`config.mk`:
```
export PLATFORM = sky130hd
export DESIGN_NAME = csr_unit
export DESIGN_NICKNAME = d
export VERILOG_FILES = /design/src/rtl/csr_pkg.sv /design/src/rtl/csr_irq_arb.sv /design/src/rtl/csr_unit.sv
export SDC_FILE = /design/constraint.sdc
export NUM_CORES = 1
export LEC_CHECK = 0
export BUFFER_PORTS_ARGS = -buffer_cell sky130_fd_sc_hd__buf_4
export CAP_MARGIN = 5
export CORE_UTILIZATION = 52
export DETAILED_ROUTE_END_ITERATION = 6
export GPL_TIMING_DRIVEN = 0
export PLACE_DENSITY_LB_ADDON = 0.08
export SETUP_SLACK_MARGIN = 0.15
export SLEW_MARGIN = 5
export SYNTH_ARGS = -nofsm -noshare
export SYNTH_HDL_FRONTEND = slang
export SYNTH_SLANG_ARGS = --single-unit
```
`constraint.sdc`:
```
create_clock -name clk -period 3.4 [get_ports clk]
set_clock_uncertainty 0.15 [all_clocks]
set_input_delay 0.17 -clock clk [delete_from_list [all_inputs] [get_ports clk]]
set_output_delay 0.17 -clock clk [all_outputs]
set_load 0.05 [all_outputs]
```
`src/rtl/csr_pkg.sv`:
```
// Shared constants and types for the machine-mode CSR file and its interrupt arbiter.
package csr_pkg;

    // Implemented CSR addresses
    localparam logic [11:0] CSR_MSTATUS  = 12'h300;
    localparam logic [11:0] CSR_MIE      = 12'h304;
    localparam logic [11:0] CSR_MTVEC    = 12'h305;
    localparam logic [11:0] CSR_MSCRATCH = 12'h340;
    localparam logic [11:0] CSR_MEPC     = 12'h341;
    localparam logic [11:0] CSR_MCAUSE   = 12'h342;
    localparam logic [11:0] CSR_MIP      = 12'h344;

    // CSR instruction operation (immediate forms arrive already zero-extended on wdata)
    typedef enum logic [1:0] {
        CSR_OP_NONE = 2'b00,
        CSR_OP_RW   = 2'b01,
        CSR_OP_RS   = 2'b10,
        CSR_OP_RC   = 2'b11
    } csr_op_e;

    // Interrupt cause codes; also the bit positions in mie/mip
    localparam logic [3:0] CAUSE_MSI = 4'd3;
    localparam logic [3:0] CAUSE_MTI = 4'd7;
    localparam logic [3:0] CAUSE_MEI = 4'd11;

    // mstatus bit indices
    localparam int MSTATUS_MIE_BIT  = 3;
    localparam int MSTATUS_MPIE_BIT = 7;

    // Software-writable bits of the masked CSRs
    localparam logic [31:0] MSTATUS_WMASK = 32'h0000_0088;
    localparam logic [31:0] MIE_WMASK     = 32'h0000_0888;
    localparam logic [31:0] MIP_WMASK     = 32'h0000_0008;

    // Trap FSM: RUN until a trap is taken, HANDLER until mret
    typedef enum logic {
        ST_RUN     = 1'b0,
        ST_HANDLER = 1'b1
    } csr_state_e;

endpackage

```
`src/rtl/csr_irq_arb.sv`:
```
// Fixed-priority interrupt encoder: MEI (11) beats MSI (3) beats MTI (7).
module csr_irq_arb
    import csr_pkg::*;
(
    input  logic [11:0] pend,
    output logic        irq_valid,
    output logic [3:0]  code
);

    // Only the three architected sources can ever be pending; the rest are ignored
    logic unused_pend;
    assign unused_pend = ^{pend[10:8], pend[6:4], pend[2:0]};

    // Pick the highest-priority pending source
    always_comb begin
        irq_valid = 1'b0;
        code      = 4'd0;
        if (pend[CAUSE_MEI]) begin
            irq_valid = 1'b1;
            code      = CAUSE_MEI;
        end else if (pend[CAUSE_MSI]) begin
            irq_valid = 1'b1;
            code      = CAUSE_MSI;
        end else if (pend[CAUSE_MTI]) begin
            irq_valid = 1'b1;
            code      = CAUSE_MTI;
        end
    end

endmodule

```
`src/rtl/csr_unit.sv`:
```
// Machine-mode CSR file and interrupt controller for the single-issue RV32 core.
// Priority of same-cycle events on shared state: trap > mret > CSR write.
module csr_unit
    import csr_pkg::*;
#(
    parameter int              XLEN        = 32,
    parameter logic [XLEN-1:0] MTVEC_RST   = '0,
    parameter bit              VECTORED_EN = 1'b1,
    parameter bit              IRQ_SYNC    = 1'b1
) (
    input  logic            clk,
    input  logic            rst,
    input  logic [11:0]     addr,
    input  logic [XLEN-1:0] wdata,
    input  logic [1:0]      csr_op,
    input  logic            csr_rd,
    input  logic [XLEN-1:0] pc,
    input  logic            inst_valid,
    input  logic            is_mret,
    input  logic            tm_interupt,
    input  logic            ext_interupt,
    output logic [XLEN-1:0] rdata,
    output logic [XLEN-1:0] epc,
    output logic            epc_taken,
    output logic            excep,
    output logic [XLEN-1:0] trap_pc,
    output logic            in_handler
);

    localparam logic [XLEN-1:0] ALIGN_MASK = {{(XLEN-2){1'b1}}, 2'b00};

    // mtvec.MODE is WARL: only direct (0) or, when enabled, vectored (1) is kept
    function automatic logic [XLEN-1:0] legal_mtvec(input logic [XLEN-1:0] v);
        logic [XLEN-1:0] r;
        r = v & ALIGN_MASK;
        if (VECTORED_EN && (v[1:0] == 2'b01)) r[0] = 1'b1;
        return r;
    endfunction

    // Architectural state
    logic            mstatus_mie_q;
    logic            mstatus_mpie_q;
    logic [11:0]     mie_q;
    logic            msip_q;
    logic [XLEN-1:0] mtvec_q;
    logic [XLEN-1:0] mscratch_q;
    logic [XLEN-1:0] mepc_q;
    logic [XLEN-1:0] mcause_q;
    csr_state_e      state_q, state_d;

    // Interrupt levels as seen by mip
    logic mtip, meip;

    generate
        if (IRQ_SYNC) begin : g_irq_sync
            logic mtip_q, meip_q;
            // One register stage between the pins and mip
            always_ff @(posedge clk) begin
                if (rst) begin
                    mtip_q <= 1'b0;
                    meip_q <= 1'b0;
                end else begin
                    mtip_q <= tm_interupt;
                    meip_q <= ext_interupt;
                end
            end
            assign mtip = mtip_q;
            assign meip = meip_q;
        end else begin : g_irq_direct
            assign mtip = tm_interupt;
            assign meip = ext_interupt;
        end
    endgenerate

    logic [11:0]     mip_bits;
    logic [XLEN-1:0] mstatus_val;
    logic [XLEN-1:0] old_val;
    logic [XLEN-1:0] new_val;
    logic [11:0]     pend;
    logic            irq_valid;
    logic [3:0]      irq_code;
    logic            wr_en;
    logic            mret_take;
    logic [XLEN-1:0] trap_cause;
    csr_op_e         op;

    assign op       = csr_op_e'(csr_op);
    assign mip_bits = {meip, 3'b000, mtip, 3'b000, msip_q, 3'b000};

    // Visible mstatus: only MIE and MPIE exist
    always_comb begin
        mstatus_val                   = '0;
        mstatus_val[MSTATUS_MIE_BIT]  = mstatus_mie_q;
        mstatus_val[MSTATUS_MPIE_BIT] = mstatus_mpie_q;
    end

    // Current value of the addressed CSR; unimplemented addresses read 0
    always_comb begin
        old_val = '0;
        case (addr)
            CSR_MSTATUS:  old_val = mstatus_val;
            CSR_MIE:      old_val = XLEN'(mie_q);
            CSR_MTVEC:    old_val = mtvec_q;
            CSR_MSCRATCH: old_val = mscratch_q;
            CSR_MEPC:     old_val = mepc_q;
            CSR_MCAUSE:   old_val = mcause_q;
            CSR_MIP:      old_val = XLEN'(mip_bits);
            default:      old_val = '0;
        endcase
    end

    assign rdata = csr_rd ? old_val : '0;

    // Read-modify-write result before per-register masking
    always_comb begin
        new_val = old_val;
        case (op)
            CSR_OP_RW: new_val = wdata;
            CSR_OP_RS: new_val = old_val | wdata;
            CSR_OP_RC: new_val = old_val & ~wdata;
            default:   new_val = old_val;
        endcase
    end

    // Interrupts are only eligible with global MIE set
    assign pend = mstatus_mie_q ? (mie_q & mip_bits) : 12'd0;

    csr_irq_arb u_irq_arb (
        .pend      (pend),
        .irq_valid (irq_valid),
        .code      (irq_code)
    );

    assign excep      = irq_valid & inst_valid;
    assign mret_take  = is_mret & inst_valid & ~excep;
    assign epc_taken  = mret_take;
    assign epc        = mepc_q;
    assign in_handler = (state_q == ST_HANDLER);
    assign trap_cause = {1'b1, {(XLEN-5){1'b0}}, irq_code};

    // A trapped instruction re-executes after mret, so its write must not land;
    // set/clear with a zero mask is architecturally a pure read
    assign wr_en = (op != CSR_OP_NONE) && !excep &&
                   !(((op == CSR_OP_RS) || (op == CSR_OP_RC)) && (wdata == '0));

    // Handler address: base, plus 4*cause in vectored mode
    always_comb begin
        trap_pc = mtvec_q & ALIGN_MASK;
        if (VECTORED_EN && (mtvec_q[1:0] == 2'b01)) begin
            trap_pc = (mtvec_q & ALIGN_MASK) + XLEN'({irq_code, 2'b00});
        end
    end

    // Next FSM state: trap enters (or stays in) HANDLER, mret returns to RUN
    always_comb begin
        state_d = state_q;
        if (excep) begin
            state_d = ST_HANDLER;
        end else if (mret_take) begin
            state_d = ST_RUN;
        end
    end

    // FSM state register
    always_ff @(posedge clk) begin
        if (rst) state_q <= ST_RUN;
        else     state_q <= state_d;
    end

    // mstatus: trap stacking, then mret unstacking, then software writes
    always_ff @(posedge clk) begin
        if (rst) begin
            mstatus_mie_q  <= 1'b0;
            mstatus_mpie_q <= 1'b0;
        end else if (excep) begin
            mstatus_mpie_q <= mstatus_mie_q;
            mstatus_mie_q  <= 1'b0;
        end else if (mret_take) begin
            mstatus_mie_q  <= mstatus_mpie_q;
            mstatus_mpie_q <= 1'b1;
        end else if (wr_en && (addr == CSR_MSTATUS)) begin
            mstatus_mie_q  <= new_val[MSTATUS_MIE_BIT];
            mstatus_mpie_q <= new_val[MSTATUS_MPIE_BIT];
        end
    end

    // Remaining CSRs: trap capture of mepc/mcause, otherwise masked software writes
    always_ff @(posedge clk) begin
        if (rst) begin
            mie_q      <= '0;
            msip_q     <= 1'b0;
            mtvec_q    <= legal_mtvec(MTVEC_RST);
            mscratch_q <= '0;
            mepc_q     <= '0;
            mcause_q   <= '0;
        end else if (excep) begin
            mepc_q   <= pc & ALIGN_MASK;
            mcause_q <= trap_cause;
        end else if (wr_en) begin
            case (addr)
                CSR_MIE:      mie_q      <= new_val[11:0] & MIE_WMASK[11:0];
                CSR_MTVEC:    mtvec_q    <= legal_mtvec(new_val);
                CSR_MSCRATCH: mscratch_q <= new_val;
                CSR_MEPC:     mepc_q     <= new_val & ALIGN_MASK;
                CSR_MCAUSE:   mcause_q   <= new_val;
                CSR_MIP:      msip_q     <= new_val[CAUSE_MSI] & MIP_WMASK[CAUSE_MSI];
                default:      ;
            endcase
        end
    end

endmodule

```
==> metrics.md, run 1 <==
| Metric | Value |
|---|---|
| Placer congestion estimate | 0.9392 |
| Die area | 0.01684 mm2 |
| HP Class | input port to register |
| Area of the multi-input gates | 0.005419 mm2 |
| Fraction of registers with async set/reset | 0% |
| Vias in the first global route | 9214 |
| CTS max path bufs | 2 |
| Max-cap check violation count | 0 |
| Drt first pass iters | 6 |
| CTS H-tree lvls | 4 |
| Most used flip-flop cell after synthesis | dfxtp_1 |
| Synth top area share | 31.60% |
| Setup TNS | 0 ns |
| Die Y-Extent | 129.8 um |
| Min Tclk post-route | 3.278 ns |
| Largest cells by area after synthesis | dfxtp_1 32%, a21oi_1 7.2%, and3b_1 6.2%, xnor2_1 5.8%, o21ai_0 5.7% |
| Top Usage Layer GRT | met2 |
| Layout area overhead | 33.86% |
| Crit path launch type | register |
| LEAKAGE | 4.263 nW |
| CTS Root Cell | clkbuf_16 |
| Fin crit share | 96.40% |
| Worst R2R Setup Slack | 0.42 ns |
| Warnings, synthesis | 0 |
| Share of layout cells above drive strength 1 | 25.08% |
| Ant. Diodes | 0 |
| Setup Crit Path Kind | register to output pin |
| Post-Route WL | 35390 um |
| Status | complete, no violations |
| Storage element area | 0.002701 mm2 |
| Worst setup EP type | output pin |
| All-Layer GR Usage | 42.17% |
| Fmax | 305.1 MHz |
| Placement-stage cell area | 0.01007 mm2 |
| CTS Buf Count | 17 |
| Clk sink count | 134 |
| P per Cell Area | 370.0 mW/mm2 |
| Initial Utilization | 53.43% |
| Most frequent cell after synthesis | dfxtp_1 |
| Setup violators final | 0 |
| FP Rows | 46 |
| I/O Buffers | 173 |
| Remaining Overflow, GRT | 0 |
| Register area share after synthesis | 31.60% |
| Vias per cell | 6.645 |
| Io pins | 184 |
| Final Max Tran Viols | 0 |
| Routed wire per std cell | 23.72 um |
| Largest net degree at the start of global routing | 17 |
| Fin nets | 1354 |
| Syn avg cell area | 8.305 um2 |
| Worst Path Max Fanout | 3 |
| DRC viols | 0 |
| Met2 Track Usage GR | 64.39% |
| Post-Syn Area | 0.008488 mm2 |
| Seq cells post-synth | 134 |
| ANT nets after route | 0 |
| Core footprint | 0.01589 mm2 |
| Reg clk slew, reported paths | 0.06 ns |
| Crit path DAT | 2.96 ns |
| DR iter-0 viols | 1273 |
| Clock Latency Late Sink | 0.43 ns |
| Worst-margin pin slew | 1.244 ns |
| Final Cell Area | 0.01136 mm2 |
| Slew HR | 16.56% |
| M3 GR Usage | 9.471% |
| CTS tree | built |
| Commonest cells post-synth | 134 x dfxtp_1, 122 x a21oi_1, 96 x o21ai_0 |
| Synth cell types | 70 |
| WP data required | 3.08 ns |
| Die W | 129.8 um |
| Global-route wire length before repair | 52520 um |
| Met1 Track Usage GR | 55.05% |
| Number of flops mapped to enable cells by yosys | 0 |
| Final hold vios | 0 |
| Initial antenna violation count | 0 |
| Dpl hpwl | 24410 um |
| Fillers | 1336 |
| Synthesized instance count | 1022 |
| RSZ-0062 raised after global routing | yes |
| Cell taking the most area after synthesis | dfxtp_1 |
| VDD IR-drop max | 0.3592 mV |
| Via count | 9914 |
## cells in the final DEF, fill, tap and decap left out, drive strengths merged, types with 3 or more instances in the layout
cell type / count
o2111ai: 9
nand2b: 9
clkbuf: 92
a211oi: 91
and4: 5
xnor2: 56
a21oi: 122
and3: 16
o21bai: 3
buf: 216
o21a: 3
nand3b: 4
bufinv: 6
o211ai: 4
a31oi: 8
dfxtp: 134
and3b: 60
a22oi: 28
and2: 35
nor4: 11
xor2: 3
a21o: 3
conb: 4
clkinv: 4
a32oi: 29
o22ai: 3
nand4: 14
nand3: 19
o21ai: 99
nor2b: 6
ha: 4
a22o: 3
mux2: 6
nand2: 51
dlygate4sd3: 35
inv: 8
nor2: 43
## power breakdown
group          switching (mW)  leakage (nW)  internal, mW
clock                   0.754         0.326          1.41
sequential            0.00303          1.08          1.57
combinational           0.280          2.85         0.181
total                    1.04          4.26          3.17
## final timing paths
kind                      from           to  cells after the start
max          g_irq_sync.meip_q  trap_pc[16]                     12
min                   wdata[1]  mcause_q[1]                      4
max reg2reg          mie_q[11]      epc[19]                     10
min reg2reg         in_handler   in_handler                      2
## repair_timing
action	in CTS	in global routing
setup buffers	8	2
cloned	1	0
hold endpoints to repair	35	0
resized for setup	25	25
setup endpoints to repair	26	24
pin swaps	5	10
hold buffers	35	0
## layer usage
layer	vias up	wire (um)
met5	-	0
met4	0	1791
met3	142	4132
met2	761	15710
met1	4674	13760
li1	4337	-
## state kept, by name, summed over array words and instances, names as in the netlist, 3 cells and up
| name | cells |
|---|---|
| mcause_q | 32 |
| mscratch_q | 32 |
| mtvec_q | 31 |
| epc | 30 |
| mie_q | 3 |
## cells by family (layout without fill, tap and decap cells)
| logic type | after synthesis | count (layout) | share of synthesized area [%] |
|---|---|---|---|
| XOR/XNOR | 59 | 59 | 6.088 |
| adder cells (fa/ha/maj) | 5 | 5 | 0.8255 |
| AND/OR/NAND/NOR | 290 | 290 | 21.51 |
| flip-flops | 134 | 134 | 31.60 |
| AO/OA/AOI/OAI | 415 | 415 | 32.78 |
| other | 1 | 4 | 0.04418 |
| buffers and inverters | 111 | 362 | 6.088 |
| multiplexers | 7 | 7 | 1.061 |
## worst max-delay path, stage by stage (launching register included)
cell and delay, ns:
dfxtp_2 0.35, and3_4 0.21, a21o_1 0.14, ha_2 0.20
inv_2 0.04, fa_2 0.33, nor2b_1 0.12, o21a_1 0.18
buf_4 0.14, o2111ai_4 0.13, nor2_1 0.18, xor2_1 0.26
buf_4 0.25
## stage by stage
stage          power, mW  hold slack [ns]  setup WS [ns]  util, %  cells
2_1_floorplan      1.831           0.1392         0.1660        -   1025
3_3_place_gp       2.015           0.2276        -0.2049    63.38   1414
3_5_place_dp       2.018           0.2327        -0.1971    63.38   1414
4_1_cts            4.168          0.09864         0.1137    70.72   1489
5_1_grt            4.284           0.1515        0.05466    71.53   1492
6_report           4.204          0.09729         0.1224    71.53   1492
## cell type report
class | instances | share of cell area, %
flip-flops and latches | 134 | 23.78
clock inverters | 11 | 1.960
clock buffers | 20 | 4.019
repair buffers | 220 | 15.45
inverters | 8 | 0.2643
multi-input cells | 780 | 47.69
well taps | 216 | 2.379
plain buffers | 103 | 4.460
No activity file was read; power rests on OpenSTA's default activity.
==> inputs of run 2 (changes only) <==
--- a/config.mk
+++ b/config.mk
@@ -5,6 +5,7 @@
 export SDC_FILE = /design/constraint.sdc
 export NUM_CORES = 1
 export LEC_CHECK = 0
+export ABC_AREA = 1
 export BUFFER_PORTS_ARGS = -buffer_cell sky130_fd_sc_hd__buf_4
 export CAP_MARGIN = 5
 export CORE_UTILIZATION = 52
@@ -12,7 +13,6 @@
 export GPL_TIMING_DRIVEN = 0
 export PLACE_DENSITY_LB_ADDON = 0.08
 export SETUP_SLACK_MARGIN = 0.15
-export SLEW_MARGIN = 5
 export SYNTH_ARGS = -nofsm -noshare
 export SYNTH_HDL_FRONTEND = slang
 export SYNTH_SLANG_ARGS = --single-unit
==> run 2 against run 1 <==
- the run now ends with hold timing left
- fmax grew 2.6%
- register-to-register slack barely moved
- cell area up 1.6%
- critical path type unchanged
- highest routed layer unchanged
==> metrics.md, run 2 <==
| Metric | Value |
|---|---|
| ANT nets after route | 0 (unchanged) |
| CTS max path bufs | 2 (unchanged) |
| Die W | 132.0 um (+1.7%) |
| Synthesized instance count | 1401 (+37%) |
| Routed wire per std cell | 19.81 um (-16%) |
| Fmax | 313.1 MHz (+2.6%) |
| Worst path cell trace | nand3_4, nand3_4, ha_4, inv_2, fa_2, nor2_2, a21oi_2, nor2_2, nand2_2, nor3_4, buf_4, nand4_1, xor2_1, buf_4 |
| Register area share after synthesis | 30.52% (-1.1 points) |
| Hold Worst Slack | -0.003271 ns (-0.1006 ns) |
| HP Class | input port to register |
| Initial Utilization | 53.19% (-0.24 points) |
| Setup Crit Path Kind | register to output pin |
| Share of layout cells above drive strength 1 | 22.24% (-2.8 points) |
| Ant. Diodes | 0 (unchanged) |
| Global-route wire length before repair | 55210 um (+5.1%) |
| Cell taking the most area after synthesis | dfxtp_1 |
| Most frequent cells in the layout | 288 x nand2_1, 252 x nor2_1, 210 x buf_4 |
| Syn avg cell area | 6.274 um2 (-24%) |
| Dpl ws | 0.2794 ns (+0.4765 ns) |
| Setup violators final | 0 (unchanged) |
| Crit path launch type | register |
| Worst Path Max Fanout | 4 (+1) |
| FP Rows | 47 (+2.2%) |
| Post-Place Cells | 1801 (+27%) |
| P per Cell Area | 333.0 mW/mm2 (-10%) |
| CTS Root Cell | clkbuf_16 |
| Total power | 3.845 mW (-8.5%) |
| Clock power share | 48.7% (-2.9 points) |
| DRC viols | 0 (unchanged) |
| Layout area overhead | 31.36% |
| Switching share of power | 27.37% (+2.7 points) |
| Worst-margin pin slew | 0.9636 ns (-0.2804 ns) |
| Number of flops mapped to enable cells by yosys | 0 (unchanged) |
| Final Max Tran Viols | 0 (unchanged) |
| Final hold vios | 2 (+2) |
| Pint | 2.792 mW (-12%) |
| DR iter-0 viols | 1283 (+0.79%) |
| Fin nets | 1736 (+28%) |
| Comb power frac | 10.4% (-0.6 points) |
| Commonest non-fill, non-tap cell in the layout | nand2_1 |
| Net switching power | 1.052 mW (+1.5%) |
| All-Layer GR Usage | 41.94% (-0.24 points) |
| CTS Buf Count | 17 (unchanged) |
| Clk sink count | 134 (unchanged) |
| Initial antenna violation count | 0 (unchanged) |
| Die area | 0.01743 mm2 (+3.5%) |
| Placer congestion estimate | 1.035 (+10%) |
| Setup TNS | 0 ns (unchanged) |
| Synth top area share | 30.52% (-1.1 points) |
| Synth cell types | 47 (-33%) |
| Vias per cell | 5.739 (-14%) |
| Seq cells post-synth | 134 (unchanged) |
| WP data required | 3.08 ns (about the same) |
| LEAKAGE | 5.394 nW (+27%) |
| Biggest regs | mcause_q (32), mscratch_q (32), mtvec_q (31) |
| CTS H-tree lvls | 4 (unchanged) |
| Reg power frac | 41.0% (+3.6 points) |
| RSZ-0062 raised after global routing | yes |
| Status | complete, but fails checks |
| Slew HR | 35.76% (+19 points) |
| Io pins | 184 (unchanged) |
| Most frequent cell after synthesis | nand2_1 |
| I/O Buffers | 177 (+2.3%) |
| Core footprint | 0.01652 mm2 (+4.0%) |
| Non-filler cells in the finished layout | 1879 (+26%) |
| Most used flip-flop cell after synthesis | dfxtp_1 |
| Post-route setup slack | 0.2058 ns (+0.08344 ns) |
| Max-cap check violation count | 0 (unchanged) |
| Reg clk slew, reported paths | 0.07 ns (about the same) |
| Post-Route WL | 37230 um (+5.2%) |
| Worst setup EP type | output pin |
| Fraction of registers with async set/reset | 0% (unchanged) |
| Worst-path cell with the longest stage delay | dfxtp_4 |
| CP peak stage delay | 0.40 ns (+0.05 ns) |
| Vias in the first global route | 9903 (+7.5%) |
| Largest net degree at the start of global routing | 17 (unchanged) |
| Fin crit share | 93.95% (-2.5 points) |
| Post-Syn Area | 0.008790 mm2 (+3.6%) |
| Min Tclk post-route | 3.194 ns (-0.08344 ns) |
| Warnings, synthesis | 0 (unchanged) |
| CTS tree | built |
| Violated checks | hold timing |
| Largest cells by area after synthesis | dfxtp_1 31%, nand2_1 12%, nor2_1 11%, nand3_1 9.9%, o21ai_0 6.4% |
| VDD IR-drop max | 0.3667 mV (+2.1%) |
| Via count | 10780 (+8.8%) |
| Crit path DAT | 2.87 ns (-0.09 ns) |
| Clock Latency Late Sink | 0.44 ns (about the same) |
| Dpl hpwl | 27640 um (+13%) |
| Drt first pass iters | 6 (unchanged) |
| Remaining Overflow, GRT | 0 (unchanged) |
| Die Y-Extent | 132.0 um (+1.7%) |
| Commonest cells post-synth | 288 x nand2_1, 255 x nor2_1, 174 x nand3_1 |
[run 2: changes by cell type after synthesis, moves of 27 or more]
cell and delta:
a211oi_2 -28, a22oi_1 -27, xnor2_1 -46, nor2_1 +212, and3b_1 -60, clkbuf_1 -49
inv_1 +112, nand2_1 +237, nand3_1 +155, a32oi_1 -29, and2_1 -34, a211oi_1 -61
a21oi_1 -51
[run 2: critical path: cells and delay by family (launching register included)]
| family | cells | cell delay, ns |
|---|---|---|
| xor gates and xnor gates | 1 | 0.16 |
| buffers and inverters | 3 | 0.41 |
| DFF | 1 | 0.40 |
| and+or+nand+nor | 7 | 0.88 |
| AOI/OAI and AO/OA | 1 | 0.06 |
| adders and majority gates | 2 | 0.52 |
[run 2: metal layers]
layer	vias to the layer above	part of all wire, %	wire length [um]	GRT usage (%)
li1	5028	-	-	-
met1	4904	40	14790	54.47
met3	121	13	4798	11.80
met2	730	43	16120	64.58
met5	-	0	0	0
met4	0	4.1	1523	18.86
[run 2: logic make-up after synthesis]
group                      synth area share, %
AOI/OAI and AO/OA                        15.57
xor gates and xnor gates                 2.690
adders and majority gates               0.7972
buffers and inverters                    11.15
DFF                                      30.52
other                                  0.04266
and+or+nand+nor                          39.23
[run 2: layout make-up]
cell class | instances | area, um2
Sequential cell | 134 | 2699
Clock inverter | 13 | 136.4
Inverter | 134 | 509.2
Tap cell | 220 | 275.3
Clock buffer | 19 | 452.9
Fill cell | 1520 | 4979
Timing Repair Buffer | 223 | 1754
Buffer | 86 | 470.5
Multi-Input combinational cell | 1050 | 5249
[run 2: repair_timing]
item                                   in CTS  in global routing
hold buffers                               32                  0
gates resized for setup                    16                 14
endpoints found under the hold margin      32                  0
pin swaps                                   5                 10
buffers inserted                            8                  6
setup endpoints to repair                  18                 15
[run 2: metrics by stage]
stage / instance area, um2 / util (%)
finish: 11550 / 69.87
global route: 11550 / 69.87
CTS: 11420 / 69.11
detailed placement: 10410 / 62.97
global placement: 10410 / 62.97
floorplan: 8801 / -
[run 2: worst paths after layout]
kind / start / end / slack (ns) / cells after the start
worst min-delay path: wdata[0] / mcause_q[0] / -0.003 / 5
worst max register to register: mstatus_mie_q / mcause_q[21] / 0.41 / 10
worst max-delay path: mstatus_mie_q / trap_pc[28] / 0.21 / 14
worst min register to register: in_handler / in_handler / 0.32 / 2
[run 2: power groups by stage]
stage          Sequential [mW]  Combinational [mW]  Clock [mW]
2_1_floorplan             1.61               0.178           0
3_3_place_gp              1.61               0.345           0
3_5_place_dp              1.61               0.347           0
4_1_cts                   1.57               0.382        1.86
5_1_grt                   1.58               0.413        1.92
6_report                  1.58               0.398        1.87
